`src/rtl/rv32_fetch_pkg.sv`:
```
// rv32_fetch_pkg: shared constants and types for the rv32 instruction fetch stage.
// Optional feature macro: FETCH_MISALIGN_CHK_EN (adds the S_FAULT state for misaligned redirect targets).
package rv32_fetch_pkg;

    localparam int          API_DATA_WIDTH    = 32;
    localparam int          FETCH_STATE_WIDTH = 3;
    localparam logic [31:0] INST_NOP          = 32'h0000_0013;

    // One buffered instruction: {pc, instr, fault} packed MSB first
    localparam int ENTRY_W = 32 + API_DATA_WIDTH + 1;

    typedef enum logic [FETCH_STATE_WIDTH-1:0] {
        S_IDLE  = 3'd0,
        S_REQ   = 3'd1,
        S_WAIT  = 3'd2,
        S_FLUSH = 3'd3
`ifdef FETCH_MISALIGN_CHK_EN
        ,
        S_FAULT = 3'd4
`endif
    } fetch_state_t;

    typedef struct packed {
        logic [31:0]               pc;
        logic [API_DATA_WIDTH-1:0] instr;
        logic                      fault;
    } fetch_entry_t;

    // Sequential word address; wraps from FFFF_FFFC back to 0
    function automatic logic [31:0] next_word_pc(input logic [31:0] pc);
        return pc + 32'd4;
    endfunction

endpackage

```
`src/rtl/rv32_fetch_fifo.sv`:
```
// rv32_fetch_fifo: small circular buffer of fetched instructions with their PC and fault marker.
// clear empties the buffer and wins over push/pop in the same cycle. The head is visible combinationally.
// Optional feature macro: FETCH_MISALIGN_CHK_EN (no effect here; fault bits are simply stored).
module rv32_fetch_fifo
    import rv32_fetch_pkg::*;
#(
    parameter  int BUF_DEPTH = 2,
    localparam int PTR_W     = $clog2(BUF_DEPTH),
    localparam int CNT_W     = $clog2(BUF_DEPTH) + 1
) (
    input  logic               clk,
    input  logic               rst,
    input  logic               push,
    input  logic               pop,
    input  logic               clear,
    input  logic [ENTRY_W-1:0] push_data,
    output logic [CNT_W-1:0]   count,
    output logic               empty,
    output logic [ENTRY_W-1:0] head
);

    logic [ENTRY_W-1:0] mem [BUF_DEPTH];
    logic [PTR_W-1:0]   wr_ptr;
    logic [PTR_W-1:0]   rd_ptr;

    // Storage write; the payload needs no reset because count gates visibility
    always_ff @(posedge clk) begin
        if (push && !clear && !rst) begin
            mem[wr_ptr] <= push_data;
        end
    end

    // Pointer and occupancy bookkeeping; depth is a power of two so pointers wrap naturally
    always_ff @(posedge clk) begin
        if (rst || clear) begin
            wr_ptr <= '0;
            rd_ptr <= '0;
            count  <= '0;
        end else begin
            if (push) begin
                wr_ptr <= wr_ptr + PTR_W'(1);
            end
            if (pop) begin
                rd_ptr <= rd_ptr + PTR_W'(1);
            end
            count <= count + CNT_W'(push) - CNT_W'(pop);
        end
    end

    assign empty = (count == '0);
    assign head  = mem[rd_ptr];

endmodule

```
`src/rtl/rv32_fetch_unit.sv`:
```
// rv32_fetch_unit: fetch stage holding the PC, issuing one imem request at a time and buffering
// returned words for the decoder. A redirect flushes the buffer and any in-flight response.
// Optional feature macro: FETCH_MISALIGN_CHK_EN. When defined, a redirect to a non-word-aligned
// target fetches nothing and instead delivers one NOP entry flagged as faulting, then parks in
// S_FAULT until the next redirect. When undefined, the low two target bits are ignored.
module rv32_fetch_unit
    import rv32_fetch_pkg::*;
#(
    parameter logic [31:0] RESET_PC  = 32'h0000_0000,
    parameter int          BUF_DEPTH = 2
) (
    input  logic                      clk,
    input  logic                      rst,
    output logic                      imem_req_o,
    output logic [31:0]               imem_addr_o,
    input  logic                      imem_gnt_i,
    input  logic                      imem_rvalid_i,
    input  logic [31:0]               imem_rdata_i,
    input  logic                      redirect_i,
    input  logic [31:0]               redirect_pc_i,
    output logic                      instr_valid_o,
    input  logic                      instr_ready_i,
    output logic [API_DATA_WIDTH-1:0] instruction_o,
    output logic [31:0]               pc_o,
    output logic                      instr_fault_o
);

    localparam int CNT_W = $clog2(BUF_DEPTH) + 1;

    fetch_state_t       state;
    fetch_state_t       state_next;
    logic [31:0]        fetch_pc;
    logic [31:0]        fetch_pc_next;
    logic [31:0]        redirect_target;
    logic [CNT_W-1:0]   count;
    logic [CNT_W-1:0]   count_next;
    logic               empty;
    logic               grant;
    logic               push;
    logic               pop;
    logic               clear;
    logic               req_next;
    fetch_entry_t       push_entry;
    fetch_entry_t       head_entry;
    logic [ENTRY_W-1:0] push_data;
    logic [ENTRY_W-1:0] head_data;

`ifdef FETCH_MISALIGN_CHK_EN
    logic misaligned;
    logic fault_pending;
    logic fault_pending_next;

    assign redirect_target = redirect_pc_i;
    assign misaligned      = (redirect_pc_i[1:0] != 2'b00);
`else
    logic [1:0] unused_redirect_lsbs;

    assign redirect_target      = {redirect_pc_i[31:2], 2'b00};
    assign unused_redirect_lsbs = redirect_pc_i[1:0];
`endif

    // A request only counts as accepted when we were actually asking
    assign grant       = imem_req_o && imem_gnt_i;
    assign imem_addr_o = fetch_pc;
    assign push_data   = push_entry;
    assign head_entry  = head_data;

    rv32_fetch_fifo #(
        .BUF_DEPTH (BUF_DEPTH)
    ) u_fifo (
        .clk       (clk),
        .rst       (rst),
        .push      (push),
        .pop       (pop),
        .clear     (clear),
        .push_data (push_data),
        .count     (count),
        .empty     (empty),
        .head      (head_data)
    );

    // Next-state, PC and buffer control; a redirect overrides every other action this cycle
    always_comb begin
        state_next       = state;
        fetch_pc_next    = fetch_pc;
        push             = 1'b0;
        pop              = !empty && instr_ready_i;
        clear            = 1'b0;
        push_entry.pc    = fetch_pc - 32'd4;
        push_entry.instr = imem_rdata_i;
        push_entry.fault = 1'b0;
`ifdef FETCH_MISALIGN_CHK_EN
        fault_pending_next = fault_pending;
`endif
        if (redirect_i) begin
            clear         = 1'b1;
            pop           = 1'b0;
            fetch_pc_next = redirect_target;
            if ((state == S_WAIT && !imem_rvalid_i) || (state == S_REQ && grant)) begin
                state_next = S_FLUSH;
            end else if (state == S_FLUSH && !imem_rvalid_i) begin
                state_next = S_FLUSH;
            end else begin
`ifdef FETCH_MISALIGN_CHK_EN
                state_next = misaligned ? S_FAULT : S_REQ;
`else
                state_next = S_REQ;
`endif
            end
`ifdef FETCH_MISALIGN_CHK_EN
            fault_pending_next = misaligned;
`endif
        end else begin
            case (state)
                S_IDLE: begin
                    state_next = S_REQ;
                end
                S_REQ: begin
                    if (grant) begin
                        fetch_pc_next = next_word_pc(fetch_pc);
                        state_next    = S_WAIT;
                    end
                end
                S_WAIT: begin
                    if (imem_rvalid_i) begin
                        push       = 1'b1;
                        state_next = S_REQ;
                    end
                end
                S_FLUSH: begin
                    if (imem_rvalid_i) begin
`ifdef FETCH_MISALIGN_CHK_EN
                        state_next = fault_pending ? S_FAULT : S_REQ;
`else
                        state_next = S_REQ;
`endif
                    end
                end
`ifdef FETCH_MISALIGN_CHK_EN
                S_FAULT: begin
                    if (fault_pending) begin
                        push               = 1'b1;
                        push_entry.pc      = fetch_pc;
                        push_entry.instr   = INST_NOP;
                        push_entry.fault   = 1'b1;
                        fault_pending_next = 1'b0;
                    end
                end
`endif
                default: begin
                    state_next = S_IDLE;
                end
            endcase
        end
        count_next = clear ? '0 : (count + CNT_W'(push) - CNT_W'(pop));
        // A slot is reserved at grant, so S_REQ only needs a non-full buffer
        req_next   = (state_next == S_REQ) && (count_next != CNT_W'(BUF_DEPTH));
    end

    // FSM state, fetch PC and the registered request line
    always_ff @(posedge clk) begin
        if (rst) begin
            state      <= S_IDLE;
            fetch_pc   <= RESET_PC;
            imem_req_o <= 1'b0;
`ifdef FETCH_MISALIGN_CHK_EN
            fault_pending <= 1'b0;
`endif
        end else begin
            state      <= state_next;
            fetch_pc   <= fetch_pc_next;
            imem_req_o <= req_next;
`ifdef FETCH_MISALIGN_CHK_EN
            fault_pending <= fault_pending_next;
`endif
        end
    end

    assign instr_valid_o = !empty;
    assign instruction_o = empty ? '0 : head_entry.instr;
    assign pc_o          = empty ? 32'h0 : head_entry.pc;

`ifdef FETCH_MISALIGN_CHK_EN
    assign instr_fault_o = !empty && head_entry.fault;
`else
    logic unused_head_fault;

    assign unused_head_fault = head_entry.fault;
    assign instr_fault_o     = 1'b0;
`endif

endmodule

```
`config.mk`:
```
export PLATFORM = sky130hd
export DESIGN_NAME = rv32_fetch_unit
export DESIGN_NICKNAME = d
export VERILOG_FILES = /design/src/rtl/rv32_fetch_pkg.sv /design/src/rtl/rv32_fetch_fifo.sv /design/src/rtl/rv32_fetch_unit.sv
export SDC_FILE = /design/constraint.sdc
export NUM_CORES = 1
export LEC_CHECK = 0
export CAP_MARGIN = 0
export CORE_ASPECT_RATIO = 0.6
export CORE_MARGIN = 5
export CORE_UTILIZATION = 50
export DETAILED_ROUTE_END_ITERATION = 12
export DONT_BUFFER_PORTS = 1
export PLACE_DENSITY = 0.67
export SYNTH_ARGS = -nofsm -noshare
export SYNTH_HDL_FRONTEND = slang
export SYNTH_SLANG_ARGS = --single-unit
export TNS_END_PERCENT = 10
```
`constraint.sdc`:
```
create_clock -name clk -period 6.5 [get_ports clk]
set_input_delay 0.65 -clock clk [delete_from_list [all_inputs] [get_ports clk]]
set_output_delay 0.65 -clock clk [all_outputs]
set_load 0.01 [all_outputs]
```
==> metrics <==
status=complete, no violations; register area share after synthesis=61.3%; HPWL after detailed placement=approximately 11000 µm; FFs w/ async S/R, synth=0%; Cell variety after synth=between 40 and 50; RSZ-0062 raised after global routing=false; Skew-Pair Late Insertion Delay=410 ps; core area=14500 µm²; reg2reg start=imem_addr_o[9]; WL/cell=between 15 and 20 µm; CTS tree=built; MaxCap Viol Count=0; Synth warnings=0; TritonCTS buffer count=17; post-synthesis register bit count=between 150 and 200; crit end category=output pin; total routed wirelength=15900 µm; Initial Util=between 50% and 60%; area of the multi-input gates=approximately 2600 µm²; Max transition margin=24.7%; total die area=17300 µm²; Final Hold Fails=0; WP data required=roughly 5900 ps; drc violations=0; Syn Std Cell Area=between 7000 and 8000 µm²; root buffer cell=clkbuf_16; area grow syn2layout=8.91%; Synth Flop Type=edfxtp_1; pwr dens=273 nW/µm²; CP Launch Type=flop; first-pass GRT wire length=24800 µm; # hold bufs at CTS=0; post-route ant nets=0; Worst-path clk slew=70 ps; Die X=~170 µm; most numerous cell in the Yosys netlist=edfxtp_1; crit path kind=flop to output pin; TritonCTS Sinks=approximately 160; Commonest cells post-synth=124 x edfxtp_1, 106 x nor2_1, 63 x mux2i_1; Final TNS setup=0 ps; die outline height=approximately 100 µm; Tot GR Track Use=about 18%; Crit path arrival time=just over 2000 ps; register area=~4500 µm²; # diodes=0; Worst Skew=10.4 ps; Port-buffer cells=0; clk buf depth=2; Post-Syn Instances=601; initial DRC count=around 230; VDD IR max=roughly 0.00013 V; syn avg cell area=around 12 µm²; H-tree depth=4; Area contributors post-synth=edfxtp_1 51%, dfxtp_1 11%, mux2i_1 8.6%; final worst path period share=about two fifths; row cnt=34; routability cong.=0.869; Slew Limit Fails=0; # setup viols final=0; fmax=369 MHz; # nets final=662; Slew @ Worst Pin=~1100 ps; Pleak=2.54 nW; pin count of the biggest net entering global routing=63; Yosys top cell by area=edfxtp_1; Fillers=between 1000 and 1500; number of synthesized flops with an enable pin=about 120; initial antenna violation count=0; GRT Residual Overflow=0; Worst Hold Class=input port to flop; min cycle time layout=2710 ps; drt pass-1 iters=4; Vias/cell=5.55; Synth top area share=50.7%; share of cells above drive strength 1=under 10%; CP max FO=62; post-CTS setup buffer count=0; via count=between 4000 and 5000; PostCTS Resize Cnt=0; I/O pins=roughly 170; final hold slack=about 300 ps; vias in the first global route=roughly 4500; Hold Startpoint=rst
## per-stage QoR
stage / power, mW / util, % / instances / area (µm²) / setup WS (ps)
after floorplan: 1.28 / - / 606 / 7370 / 442
after global placement: 1.29 / 51.6 / 767 / 7460 / 4150
after detailed placement: 1.29 / 51.6 / 767 / 7460 / 4120
after CTS: 2.21 / 55.3 / 798 / 8000 / 3750
after global routing: 2.27 / 55.3 / 798 / 8000 / 3640
final: 2.19 / 55.3 / 798 / 8000 / 3790
## path summary, 6_finish.rpt
check | cells past startpoint | to | slack [ps]
min reg2reg | 2 | u_fifo.rd_ptr | 560
max | 2 | pc_o[15] | 3790
min | 1 | imem_addr_o[13] | 300
max reg2reg | 5 | u_fifo.mem[0][56] | 4100
## flip-flops by register name, indices dropped and copies added, names as in the netlist, named ones only
register	count
u_fifo.count	2
state	3
imem_addr_o	30
u_fifo.rd_ptr	1
u_fifo.mem	124
imem_req_o	1
u_fifo.wr_ptr	1
## kinds of logic after synthesis
logic type / share of synthesized area (%)
AOI/OAI and AO/OA: 3.75
xor gates and xnor gates: 6.68
adders and majority gates: 0.681
buffers and inverters: 3.56
DFF: 61.3
muxes: 8.58
other: 0.0510
and+or+nand+nor: 15.4
## placed cells by master, fill, tap and decap left out, types with 6 or more instances in the layout
cell	Yosys	final
nor3_1	18	17
nand2_1	29	29
inv_1	11	10
nor2_1	106	105
nand3_1	13	13
edfxtp_1	124	124
buf_4	6	6
a211oi_1	22	22
mux2i_1	63	63
nor4_1	6	6
or3_1	6	6
inv_6	0	6
conb_1	1	6
a21oi_1	7	7
nand4_1	8	8
xnor2_1	30	30
xor2_1	26	26
and4_1	6	6
dfxtp_1	39	38
clkbuf_16	0	17
## where the power goes
| part | switching [mW] | leakage, nW | internal, mW |
|---|---|---|---|
| sequential | 0.0430 | 1.44 | 1.14 |
| combinational | 0.0499 | 0.833 | 0.0371 |
| clock | 0.420 | 0.263 | 0.498 |
## routing by layer
metal	share of wire, %	GRT usage (%)
met1	44	23.9
met2	45	28.0
met3	10	8.28
met4	0.88	4.20
met5	0	0
## final cells by class
type | instances | area share [%]
clock buffers | 17 | 5.32
inverters | 11 | 0.516
well taps | 198 | 3.10
flip-flops and latches | 163 | 56.3
clock inverters | 14 | 1.45
repair buffers | 6 | 0.563
multi-input cells | 389 | 32.7
## worst max-delay path, stage by stage, from the launching register on
cell     delay, ps
dfxtp_4       1070
mux2i_1        180
nor2_1         340
No activity file was read; power rests on OpenSTA's default activity.
==> RTL change (same flow settings) <==
Add a define of `FETCH_MISALIGN_CHK_EN`.
--- a/src/rtl/rv32_fetch_pkg.sv
+++ b/src/rtl/rv32_fetch_pkg.sv
@@ -2,2 +2,4 @@
 // Optional feature macro: FETCH_MISALIGN_CHK_EN (adds the S_FAULT state for misaligned redirect targets).
+`define FETCH_MISALIGN_CHK_EN
+
 package rv32_fetch_pkg;
Function: changed (a bounded check fails within 4 cycles, from zero or initial values and one cycle with rst high).
==> RTL change against the unedited design <==
  * Synthesized area increased by 9.1%
  * Cell count increased by 10%
  * Count of clock-buffer cells in the layout up 3
  * Sequential cell count up 9
  * Setup slack lost 0.21 ns
  * Critical path depth rose by 1
  * Routed wire length up 18%
  * Cell area is 8.0% higher
  * Power grew 5.6%
  * Critical path type unchanged
  * Maximum frequency decreased by 7.2%
  * Clock skew grew 0.0033 ns
==> RTL change: results (changes against the unedited design) <==
detailed_routing:
  highest_layer: "met5"  # was met4
  wl_per_cell_um: 21.3  # was 19.9 um
  wl_mm: 18.7  # was 15.9 mm
  vias_per_cell: 5.78  # was 5.55
  wl_met2_mm: 8.27  # was 7.12 mm
  m1WireLength_mm: 8.74  # was 7.00 mm
  dr.first_iter.drc_count: 385  # was 228
  drt-pass1-iter-count: 5  # was 4
  route.met3.wl_mm: 1.49  # was 1.63 mm
sta:
  skew_ns: 0.0137  # was 0.0104 ns
  whs_ns: 0.290  # was 0.300 ns
  worst_pin_slew_ns: 1.03  # was 1.13 ns
yosys:
  synth.area.top_cells: "edfxtp_1 49%, dfxtp_1 10%, mux2i_1 8.7%, nor2_1 5.1%, xor2_1 3.6%"  # was edfxtp_1 51%, dfxtp_1 11%, mux2i_1 8.6%, nor2_1 5.4%, xnor2_1 3.6%
  synth_area_per_cell_sq_um: 11.7  # was 12.2 sq um
  ys_types: 53  # was 48
  postSynthNetCount: 760
  synthTopCellsByCount: "130 x edfxtp_1, 110 x nor2_1, 70 x mux2i_1, 42 x dfxtp_1, 34 x nand2_1"  # was 124 x edfxtp_1, 106 x nor2_1, 63 x mux2i_1, 39 x dfxtp_1, 30 x xnor2_1
  synth-seq-area-share_pct: 59.2  # was 61.3%
  synth_edf_count: 130  # was 124
global_routing:
  use_met3_pct: 6.32  # was 8.28%
  grt_pass1_wl_mm: 28.8  # was 24.8 mm
  met1_usage_pct: 27.8  # was 23.9%
  grt_pass1_vias: 4988  # was 4,487
  use_met2_pct: 29.6  # was 28.0%
  grt_usage_pct: 19.8  # was 18.2%
  grt_max_degree: 65  # was 63
  grt_antenna_before_repair: 1  # was 0
cells_and_area:
  clock_area_share_pct: 6.33  # was 6.77%
  seq_cell_count: 172  # was 163
  drive_above_1_share_pct: 8.30  # was 9.00%
  n_fill_cell: 1300  # was 1,229
  nNetsFinal: 736  # was 662
  final.clkbuf_count: 20  # was 17
  buf_share_pct: 0.521  # was 0.563%
  multi_input_area_sq_um: 3010  # was 2620 sq um
  seq_share_pct: 54.9  # was 56.3%
  comb.multi_input.count: 454  # was 389
placed_design:
  gp_congestion: 0.900  # was 0.869
  post-dp-hpwl_mm: 12.8  # was 10.9 mm
  placed_cells: 846  # was 767
worst_setup_path:
  path_max_fanout: 37  # was 62
  arrival_ns: 2.27  # was 2.06 ns
  r2r_setup_slack_ns: 3.92  # was 4.10 ns
power_and_ir_drop:
  vdd_drop_max_uv: 111  # was 133 uV
  p_leak_nw: 2.80  # was 2.54 nW
  seq_cell_power_mw: 1.25  # was 1.18 mW
  switching_share_pct: 24.0  # was 23.5%
  clock_power_share_pct: 40.7  # was 42.0%
  sequentialPowerShare_pct: 54.2  # was 54.1%
run_status:
  outcome: "finished, final reports clean"  # unchanged
hold_path:
  worstHoldPathType: "in2reg"  # unchanged
clock_network:
  clkSlewWorstSetupHoldPaths_ns: 0.07  # about the same
## RTL change: through the flow
stage	instance area [sq um]	util, %	worst slack, ns
after floorplan	8020	-	0.104
after global placement	8100	52.1	3.99
after detailed placement	8100	52.1	3.95
after CTS	8640	55.6	3.54
after global routing	8640	55.6	3.47
final	8640	55.6	3.58
## RTL change: critical path, cell delays in order, from the launching register on
cell,delay (ns)
dfxtp_4,0.68
buf_4,0.62
mux2i_1,0.15
nor2_1,0.36
## RTL change: worst paths after layout
| path | startpoint | to |
|---|---|---|
| worst min-delay path | rst | state[0] |
| worst min register to register | imem_addr_o[1] | u_fifo.mem[1][34] |
| worst max-delay path | register | pc_o[14] |
| worst max register to register | imem_addr_o[14] | imem_addr_o[25] |
## RTL change: logic make-up after synthesis
group | share of synthesized area (%)
AOI/OAI and AO/OA | 4.39
xor gates and xnor gates | 5.79
adders and majority gates | 0.624
buffers and inverters | 3.54
DFF | 59.2
muxes | 8.74
and+or+nand+nor | 17.7
